### src/rtl/microoperation_sequencer_pkg.sv
`default_nettype none
// ============================================================================
// Module      : microoperation_sequencer_pkg
// Description : Shared state encodings, logic-unit op codes and default width
//               for the microoperation sequencer.
// Revision    : 1.0 - initial release
// ============================================================================
package microoperation_sequencer_pkg;

    localparam int DEFAULT_WIDTH = 4;

    typedef enum logic [1:0] {
        ST_IDLE  = 2'd0,
        ST_ISSUE = 2'd1,
        ST_WAIT  = 2'd2,
        ST_DONE  = 2'd3
    } seq_state_t;

    localparam logic [1:0] OP_AND   = 2'b00;
    localparam logic [1:0] OP_OR    = 2'b01;
    localparam logic [1:0] OP_XOR   = 2'b10;
    localparam logic [1:0] OP_NOT_A = 2'b11;

endpackage
`default_nettype wire

### src/rtl/microoperation_sequencer_register_bank.sv
`default_nettype none
// ============================================================================
// Module      : register_bank_4x4
// Description : Four-entry register bank, two asynchronous read ports and one
//               synchronous write port with synchronous reset.
// Revision    : 1.0 - initial release
// ============================================================================
module register_bank_4x4
    import microoperation_sequencer_pkg::*;
#(
    parameter int WIDTH = DEFAULT_WIDTH
) (
    input  logic                    i_clk,
    input  logic                    i_rst,
    input  logic                    i_we,
    input  logic [1:0]              i_waddr,
    input  logic signed [WIDTH-1:0] i_wdata,
    input  logic [1:0]              i_raddr_a,
    input  logic [1:0]              i_raddr_b,
    output logic signed [WIDTH-1:0] o_rdata_a,
    output logic signed [WIDTH-1:0] o_rdata_b
);

    logic signed [WIDTH-1:0] r_mem [4];

    always_ff @(posedge i_clk) begin
        if (i_rst) begin
            for (int i = 0; i < 4; i++) begin
                r_mem[i] <= '0;
            end
        end else if (i_we) begin
            r_mem[i_waddr] <= i_wdata;
        end
    end

    assign o_rdata_a = r_mem[i_raddr_a];
    assign o_rdata_b = r_mem[i_raddr_b];

endmodule
`default_nettype wire

### src/rtl/microoperation_sequencer.sv
`default_nettype none
// ============================================================================
// Module      : microoperation_sequencer
// Description : Issues one logic-unit microoperation from a 4-entry bank,
//               waits LATENCY cycles and writes the result back.
// Revision    : 1.0 - initial release
// ============================================================================
module microoperation_sequencer
    import microoperation_sequencer_pkg::*;
#(
    parameter int WIDTH   = DEFAULT_WIDTH,
    parameter int LATENCY = 1
) (
    input  logic                    clock,
    input  logic                    reset,
    input  logic                    start,
    input  logic [1:0]              op_select,
    input  logic [1:0]              src_a,
    input  logic [1:0]              src_b,
    input  logic [1:0]              dest,
    input  logic                    load_enable,
    input  logic [1:0]              load_address,
    input  logic signed [WIDTH-1:0] load_data,
    output logic [1:0]              selective_set,
    output logic signed [WIDTH-1:0] processor_register,
    output logic signed [WIDTH-1:0] b_in,
    input  logic signed [WIDTH-1:0] data,
    output logic                    busy,
    output logic                    done,
    output logic signed [WIDTH-1:0] result
);

    localparam int                 C_CNT_W      = $clog2(LATENCY + 1);
    localparam logic [C_CNT_W-1:0] C_CNT_RELOAD = C_CNT_W'(LATENCY - 1);

    seq_state_t              r_state;
    seq_state_t              w_next_state;
    logic [C_CNT_W-1:0]      r_wait_cnt;
    logic [1:0]              r_op;
    logic [1:0]              r_src_a;
    logic [1:0]              r_src_b;
    logic [1:0]              r_dest;
    logic signed [WIDTH-1:0] r_result;

    logic                    w_last_wait;
    logic                    w_load;
    logic                    w_we;
    logic [1:0]              w_waddr;
    logic signed [WIDTH-1:0] w_wdata;
    logic signed [WIDTH-1:0] w_rd_a;
    logic signed [WIDTH-1:0] w_rd_b;

    assign w_last_wait = (r_state == ST_WAIT) && (r_wait_cnt == '0);
    assign w_load      = (r_state == ST_IDLE) && load_enable;

    // Loads and write-backs never coincide: loads only in IDLE, write-back only in WAIT.
    assign w_we    = w_load | w_last_wait;
    assign w_waddr = w_last_wait ? r_dest : load_address;
    assign w_wdata = w_last_wait ? data   : load_data;

    register_bank_4x4 #(
        .WIDTH (WIDTH)
    ) u_bank (
        .i_clk     (clock),
        .i_rst     (reset),
        .i_we      (w_we),
        .i_waddr   (w_waddr),
        .i_wdata   (w_wdata),
        .i_raddr_a (r_src_a),
        .i_raddr_b (r_src_b),
        .o_rdata_a (w_rd_a),
        .o_rdata_b (w_rd_b)
    );

    always_comb begin
        w_next_state       = r_state;
        busy               = (r_state != ST_IDLE);
        done               = (r_state == ST_DONE);
        processor_register = '0;
        b_in               = '0;
        selective_set      = 2'b00;
        case (r_state)
            ST_IDLE: begin
                if (start) begin
                    w_next_state = ST_ISSUE;
                end
            end
            ST_ISSUE: begin
                w_next_state       = ST_WAIT;
                processor_register = w_rd_a;
                b_in               = w_rd_b;
                selective_set      = r_op;
            end
            ST_WAIT: begin
                processor_register = w_rd_a;
                b_in               = w_rd_b;
                selective_set      = r_op;
                if (r_wait_cnt == '0) begin
                    w_next_state = ST_DONE;
                end
            end
            ST_DONE: begin
                w_next_state = ST_IDLE;
            end
            default: begin
                w_next_state = ST_IDLE;
            end
        endcase
    end

    always_ff @(posedge clock) begin
        if (reset) begin
            r_state    <= ST_IDLE;
            r_wait_cnt <= '0;
            r_op       <= 2'b00;
            r_src_a    <= 2'b00;
            r_src_b    <= 2'b00;
            r_dest     <= 2'b00;
            r_result   <= '0;
        end else begin
            r_state <= w_next_state;
            if ((r_state == ST_IDLE) && start) begin
                r_op    <= op_select;
                r_src_a <= src_a;
                r_src_b <= src_b;
                r_dest  <= dest;
            end
            if (r_state == ST_ISSUE) begin
                r_wait_cnt <= C_CNT_RELOAD;
            end else if ((r_state == ST_WAIT) && (r_wait_cnt != '0)) begin
                r_wait_cnt <= r_wait_cnt - 1'b1;
            end
            if (w_last_wait) begin
                r_result <= data;
            end
        end
    end

    assign result = r_result;

endmodule
`default_nettype wire
### config.mk
export PLATFORM = sky130hd
export DESIGN_NAME = microoperation_sequencer
export DESIGN_NICKNAME = d
export VERILOG_FILES = /design/src/rtl/microoperation_sequencer_pkg.sv /design/src/rtl/microoperation_sequencer_register_bank.sv /design/src/rtl/microoperation_sequencer.sv
export SDC_FILE = /design/constraint.sdc
export NUM_CORES = 1
export LEC_CHECK = 0
export ABC_AREA = 1
export BUFFER_PORTS_ARGS = -buffer_cell sky130_fd_sc_hd__buf_2
export CAP_MARGIN = 20
export CORE_MARGIN = 1
export CORE_UTILIZATION = 48
export CTS_BUF_LIST = sky130_fd_sc_hd__clkbuf_4 sky130_fd_sc_hd__clkbuf_8 sky130_fd_sc_hd__clkbuf_16
export DETAILED_ROUTE_END_ITERATION = 6
export PLACE_DENSITY_LB_ADDON = 0.08
export SYNTH_ARGS = -nofsm -noshare
export SYNTH_HDL_FRONTEND = slang
export SYNTH_SLANG_ARGS = --single-unit
### constraint.sdc
create_clock -name clock -period 2.1 [get_ports clock]
set_input_delay 0.21 -clock clock [delete_from_list [all_inputs] [get_ports clock]]
set_output_delay 0.21 -clock clock [all_outputs]
set_load 0.02 [all_outputs]
==> qor.yml <==
status: "finished clean"
clock_skew_ps: 12.5
cp_num_buf_inv: 3
fillers: 329
drive_gt1_share_pct: 20.7
vias_per_cell: 4.84
first_global_vias: 1323
port_buffers: 37
clkSinkCount: 35
netlist_instances: 213
yosysTopAreaCell: "edfxtp_1"
seq_area_frac_synth_pct: 49.6
fp-row-count: 21
synthesis.nets: 239
cts_max_level: 2
p_leak_nw: 0.929
nNetsFinal: 276
grt-ovfl-total: 0
cts_buffer_depth: 2
slew_violations: 0
power_density_nw_per_um2: 1300
grt_pass1_wl_um: 5550
worst_slack_ps: 137
dp_slack_ps: 287
firstDrtPassIters: 4
start_kind: "flip-flop"
n_antenna_cell: 0
cpMaxStageDelayCell: "dfxtp_1"
cts_buffers: 5
gp_congestion: 0.831
ir_drop_mv: 0.786
core_um2: 3390
cts_root_buf: "clkbuf_4"
fin_util_pct: 58.7
antenna_found_initial: 0
track_usage_pct: 18.4
yosys.cell_types.count: 21
start_util_pct: 51.2
max_cap_viol_count: 0
post-cts-setup-buffers: 0
syn_area_um2: 1740
grt_start_max_net_pins: 17
fin_crit_ps: 1960
wl_um: 3290
syn_avg_cell_area_um2: 8.15
tns_ps: 0
slew_headroom_pct: 66.4
rsz0062_at_grt: "no"
wl_per_cell_um: 11.1
path_delay_family: "buffers and inverters"
path_clk_slew_ps: 90
fin_area_um2: 1990
drc: 0
via_count: 1437
path_cells: "inv_1 > ha_1 > clkinvlp_4 > a21oi_1 > buf_2"
period_share_pct: 93.5
dp_hpwl_um: 2530
min_path_type: "input port to flip-flop"
ys_warn_count: 0
die_w_um: 62.1
path_class: "flip-flop to output port"
insertion_delay_ps: 330
required_ps: 1890
synthTopCellsByArea: "edfxtp_1 28%, dfxtp_1 22%, nand2_1 12%, nor2_1 7.4%, o211ai_1 6.9%"
placement.cell_area_um2: 1930
end_kind: "output port"
die-area_um2: 3860
synth_top_area_share_pct: 27.7
crit_path_max_incr_delay_ps: 390
max_freq_mhz: 509
hold_violations: 0
areaGrowthSynthToFinish_pct: 14.6
boundaryPins: 38
ant_nets: 0
crit_fanout: 9
arrival_ps: 1750
die_h_um: 62.1
setup_viol: 0
drt-initial-drc-count: 76
worst_slew_pin_slew_ps: 503
ys_ff_latch: 35
cts_tree: "done"
layout make-up:
class | count | area (um2) | area share (%)
clock inverters | 2 | 8.76 | 0.441
well taps | 46 | 57.6 | 2.89
repair buffers | 37 | 185 | 9.31
flip-flops and latches | 35 | 861 | 43.3
inverters | 29 | 113 | 5.66
clock buffers | 6 | 45.0 | 2.27
multi-input cells | 142 | 718 | 36.1
synthesized netlist by cell type, drive strengths merged:
master	number
ha	4
nand2	55
o211ai	16
dfxtp	19
nor2	34
buf	5
nand3	7
o21ai	9
o21a	1
edfxtp	16
nor4	1
nand3b	1
clkinv	1
inv	28
a21oi	14
clkbuf	2
placed cells by master (no fill, tap or decap), drive strengths merged:
cell type and count:
nand2 55, edfxtp 16, nand3b 1, clkinvlp 1
o211ai 16, inv 28, o21a 1, clkbuf 6
a21oi 14, nor2 34, clkinv 2, nand3 7
o21ai 9, buf 37, ha 4, dfxtp 19
nor4 1
final timing paths:
path / start / to / slack, ps / cells past startpoint
max: r_state[1] / b_in[1] / 140 / 5
max reg2reg: r_state[0] / u_bank.r_mem[2][2] / 280 / 6
min reg2reg: result[1] / result[1] / 470 / 2
min: op_select[0] / r_op[0] / 140 / 3
per-layer routing:
metal  vias to the layer above  share of wire, %  wire [um]  track usage, %
li1                        769                 -          -               -
met1                       630                47       1550            22.1
met2                        32                47       1550            31.5
met3                         6               3.9        129            4.04
met4                         0               1.9         62            7.85
met5                         -                 0          0               0
tightest hold or removal path, cell delays in order:
cell	delay (ps)
buf_2	70
o21ai_0	70
nor2_1	80
what timing repair did:
action	CTS	global route
resized for setup	0	1
hold buffers	0	0
endpoints found under the setup margin	0	4
report_power, final:
group          internal, W  total [W]  switching [W]
sequential        0.000907    0.00104       0.000129
combinational     0.000387    0.00120       0.000812
clock             0.000139   0.000348       0.000209
total              0.00143    0.00258        0.00115
stage by stage:
stage | instances | hold slack, ps | total power (W)
after detailed placement | 289 | 460 | 0.00223
after floorplan | 213 | 279 | 0.00195
after global routing | 297 | 123 | 0.00279
after CTS | 297 | 122 | 0.00258
final | 297 | 137 | 0.00258
after global placement | 289 | 458 | 0.00223
cell families after synthesis:
group	Yosys count	share of synthesized area [%]
simple gates	98	23.9
flops	35	49.6
buf+inv	36	9.01
compound gates	40	14.6
fa+ha+maj	4	2.88
Power figures use the tool's default switching activity.
